### src/rtl/seg_pkg.sv
// seg_pkg: shared state encoding and display constants for the seven-segment arbiter
package seg_pkg;
  typedef enum logic [1:0] {
    IDLE = 2'b00,
    G0   = 2'b01,
    G1   = 2'b10
  } state_t;
  localparam logic [3:0]  BLANK_NIBBLE     = 4'd5;
  localparam logic [23:0] IDLE_PATTERN_DEF = {6{BLANK_NIBBLE}};
endpackage

### src/rtl/seg_hold_timer.sv
// seg_hold_timer: saturating grant-age counter flagging when the minimum hold has elapsed
module seg_hold_timer #(
  parameter int HOLD_CYCLES = 1000
) (
  input  logic clk,
  input  logic rst_n,
  input  logic clr,
  output logic hold_done
);
  localparam int W = $clog2(HOLD_CYCLES + 1);
  localparam logic [W-1:0] LAST = W'(HOLD_CYCLES - 1);
  logic [W-1:0] cnt;
  // count grant cycles from zero on each new grant, parking on the final hold cycle
  always_ff @(posedge clk or negedge rst_n)
    if (!rst_n) cnt <= '0;
    else if (clr) cnt <= '0;
    else if (cnt != LAST) cnt <= cnt + 1'b1;
  assign hold_done = cnt == LAST;
endmodule

### src/rtl/seg_disp_arbiter.sv
// seg_disp_arbiter: round-robin, minimum-hold arbiter sharing the display between two sources
module seg_disp_arbiter import seg_pkg::*; #(
  parameter int          HOLD_CYCLES  = 1000,
  parameter logic [23:0] IDLE_PATTERN = IDLE_PATTERN_DEF
) (
  input  logic        clk,
  input  logic        rst_n,
  input  logic [1:0]  req,
  input  logic [23:0] data0,
  input  logic [23:0] data1,
  output logic [1:0]  gnt,
  output logic [23:0] data_out,
  output logic        busy
);
  state_t state, nxt;
  logic   last, hold_done, enter;
  seg_hold_timer #(.HOLD_CYCLES(HOLD_CYCLES)) u_timer (
    .clk(clk),
    .rst_n(rst_n),
    .clr(enter),
    .hold_done(hold_done)
  );
  // next grant: ties go to the source not served last; an expired holder yields to a waiting peer
  always_comb begin
    nxt = IDLE;
    case (state)
      IDLE:    nxt = req == 2'b01 ? G0 : req == 2'b10 ? G1 : req == 2'b11 ? (last ? G0 : G1) : IDLE;
      G0:      nxt = hold_done && (!req[0] || req[1]) ? (req[1] ? G1 : IDLE) : G0;
      G1:      nxt = hold_done && (!req[1] || req[0]) ? (req[0] ? G0 : IDLE) : G1;
      default: nxt = IDLE;
    endcase
  end
  assign enter = nxt != IDLE && nxt != state;
  // state, fairness pointer and all outputs registered from the next-state decision
  always_ff @(posedge clk or negedge rst_n)
    if (!rst_n) begin
      state    <= IDLE;
      gnt      <= 2'b00;
      busy     <= 1'b0;
      data_out <= IDLE_PATTERN;
      last     <= 1'b1;
    end else begin
      state    <= nxt;
      gnt      <= nxt;
      busy     <= nxt != IDLE;
      data_out <= nxt == G0 ? data0 : nxt == G1 ? data1 : IDLE_PATTERN;
      if (enter) last <= nxt == G1;
    end
endmodule

### config.mk
export PLATFORM = sky130hd
export DESIGN_NAME = seg_disp_arbiter
export DESIGN_NICKNAME = d
export VERILOG_FILES = /design/src/rtl/seg_pkg.sv /design/src/rtl/seg_hold_timer.sv /design/src/rtl/seg_disp_arbiter.sv
export SDC_FILE = /design/constraint.sdc
export NUM_CORES = 1
export LEC_CHECK = 0
export BUFFER_PORTS_ARGS = -buffer_cell sky130_fd_sc_hd__buf_2
export CELL_PAD_IN_SITES_DETAIL_PLACEMENT = 1
export CELL_PAD_IN_SITES_GLOBAL_PLACEMENT = 1
export CORE_UTILIZATION = 31
export CTS_CLUSTER_SIZE = 8
export DETAILED_ROUTE_END_ITERATION = 7
export GPL_TIMING_DRIVEN = 0
export PLACE_DENSITY_LB_ADDON = 0.1
export SKIP_LAST_GASP = 1
export SLEW_MARGIN = 20
export SYNTH_ARGS = -nofsm -noshare
export SYNTH_HDL_FRONTEND = slang
export SYNTH_SLANG_ARGS = --single-unit
### constraint.sdc
create_clock -name clk -period 2.1 [get_ports clk]
set_clock_uncertainty 0.2 [all_clocks]
set_input_delay 0.42 -clock clk [delete_from_list [all_inputs] [get_ports clk]]
set_output_delay 0.42 -clock clk [all_outputs]
set_load 0.05 [all_outputs]
==> impl_results.md <==
* Initial Util at 32.5%
* Layout area overhead at 40.5%
* Routed WL at 4720 µm
* Req. time, crit path at 2.11 ns
* Core Box Area at 5170 µm²
* Max-Cap Viols at 0
* Mapped Cells at 137
* Final core utilization at 45.6%
* Remaining Overflow, GRT at 0
* Yosys top cell area share at 37.2%
* Via density at 4.98
* Clock Pin Slew Worst Setup and Hold Paths at 0.08 ns
* Die Area at 5720 µm²
* Iter 0 DRT Violations at 39
* Global-route wire length before repair at 7610 µm
* Antenna Nets Post-Route at 0
* Clock root buffer: clkbuf_8
* TNS Setup at 0 ns
* Filler cells at 601
* Pwr/cell area at 1720 nW/µm²
* DRT Pass-1 Iters at 2
* Min Tclk post-route at 2.04 ns
* Worst slew pin tran at 0.862 ns
* IO Port Bufs at 78
* Routed WL per cell at 15.7 µm
* Cell Area, Placed at 2160 µm²
* Top-count cell post-synth: dfrtp_1
* Slew Viols, Final at 0
* Final Hold Viols at 0
* Peak supply drop at 0.000724 V
* DR vias at 1,499
* Die height at 75.6 µm
* Post-synth EDFFs at 0
* Worst skew pair latency at 0.29 ns
* Vias in the first global route at 1,614
* CP Launch Type: flop
* # hold bufs at CTS at 0
* CTS H-tree lvls at 2
* P_leak at 1.11 nW
* Largest area contributor in the netlist: dfrtp_1
* Largest cells by area after synthesis: dfrtp_1, dfstp_2, a22o_1, o22a_1, nor3_1
* N_diodes at 0
* Post-DP HPWL at 3430 µm
* Post-synth top cells: dfrtp_1, dfstp_2, nor3_1, a22o_1, o22a_1
* Non-Filler Instances at 301
* Sequential fraction of the synthesis area at 57.6%
* Netlist Area Pre-Place at 1680 µm²
* Largest net degree at the start of global routing at 39
* Worst rel slew slack at 42.5%
* Worst Path Arrival at 2.05 ns
* Period Utilization, post-route at 97.1%
* Cell variety after synth at 42
* Layout cells sized above 1 at 55.0%
* Remaining routing DRC violations at 0
* Crit Path Class: reg2reg
* # clock sinks at 38
* Post-synth net total at 190
* TritonCTS clock tree: built
* Nets at 283
* Synth warnings at 0
* Worst setup slack after layout at 0.0618 ns
* Core Rows at 26
* Status: finished clean
* Pre-CTS setup slack at -0.163 ns
* Final setup viols at 0
* Hold WS at 0.0264 ns
* HP Class: in2async
* Post-Syn Area per Cell at 12.3 µm²
* Final RePlAce weighted congestion at 0.702
* Final instance area at 2360 µm²
* IO Pins at 79
* Initial antenna violation count at 0
* Async S/R FF share, synth at 100%
* DIE WIDTH at 75.6 µm
* Fmax achieved at 0.491 GHz
* CP max FO at 10
* CTS Buf Count at 5
* Design Power at 4.07 mW
* #FFs+latches synth at 38
* Dpl cells at 285
* Overall global routing resource usage at 18.4%
* Max Root-Sink Buffers at 2
* Dominant synthesized flop cell: dfrtp_1
* CP Capture Type: flop
cell type report:
| type | instances | area [µm²] | area share (%) |
|---|---|---|---|
| sequential | 38 | 971 | 41.1 |
| tap | 70 | 87.6 | 3.71 |
| multi-input combinational | 89 | 696 | 29.5 |
| inverter | 3 | 11.3 | 0.477 |
| buffer | 5 | 40.0 | 1.70 |
| clock buffer | 8 | 90.1 | 3.82 |
| timing repair buffer | 88 | 465 | 19.7 |
layout by cell type (no fill, tap or decap), drive strengths merged, types with 2 or more instances in the layout:
cell type / n
a21oi: 3
a22o: 12
and4: 2
buf: 92
clkbuf: 9
dfrtp: 25
dfstp: 13
inv: 3
nand2: 7
nand2b: 2
nand3: 3
nand4: 2
nor2: 4
nor2b: 2
nor3: 13
o21ai: 3
o22a: 12
o31ai: 2
xnor2: 5
xor2: 2
state kept, by name, indices dropped and copies added (netlist names):
signal / cells
busy: 1
state: 2
last: 1
u_timer.cnt: 10
data_out: 24
power breakdown:
group	leakage (nW)	switching, mW	internal, mW	total, mW
sequential	0.450	0.173	1.11	1.29
combinational	0.610	1.53	0.728	2.26
clock	0.0455	0.252	0.268	0.520
total	1.11	1.95	2.11	4.07
layer usage:
layer,up-vias,global-route usage [%],part of all wire (%)
li1,697,-,-
met1,743,22.0,41
met2,51,30.5,50
met3,8,5.95,6.6
met4,0,8.02,2.0
met5,-,0,0
critical path: stages (launching register included):
cell and delay [ns]:
dfrtp_2 0.45, nor3b_4 0.29, buf_4 0.17, nand3_4 0.11
mux2_4 0.35, buf_4 0.18, o22a_1 0.20
logic make-up (layout without fill, tap and decap cells):
group / Yosys count / after routing / share of synthesized area, %
multiplexers: 2 / 2 / 1.27
flip-flops: 38 / 38 / 57.6
AO/OA/AOI/OAI: 39 / 39 / 20.3
buffers and inverters: 10 / 104 / 3.13
adder cells (fa/ha/maj): 1 / 1 / 0.744
XOR/XNOR: 7 / 7 / 3.65
AND/OR/NAND/NOR: 40 / 40 / 13.4
final timing paths:
kind                                startpoint        endpoint  slack, ns  cells past startpoint
max in group asynchronous                rst_n  u_timer.cnt[5]       1.06                      1
worst min-delay path                     rst_n            busy       0.03                      1
min in group clk                      data1[3]     data_out[3]       0.14                      2
worst max-delay path            u_timer.cnt[3]    data_out[10]       0.06                      6
worst min register to register        state[1]            last       0.35                      1
worst max register to register  u_timer.cnt[3]    data_out[10]       0.06                      6
what timing repair did:
action / 4_1_cts / 5_1_grt
hold endpoints to repair: 0 / 0
gates resized for setup: 5 / 10
pin swaps: 1 / 4
setup endpoints to repair: 22 / 31
setup buffers: 3 / 7
No activity file was read; power rests on OpenSTA's default activity.
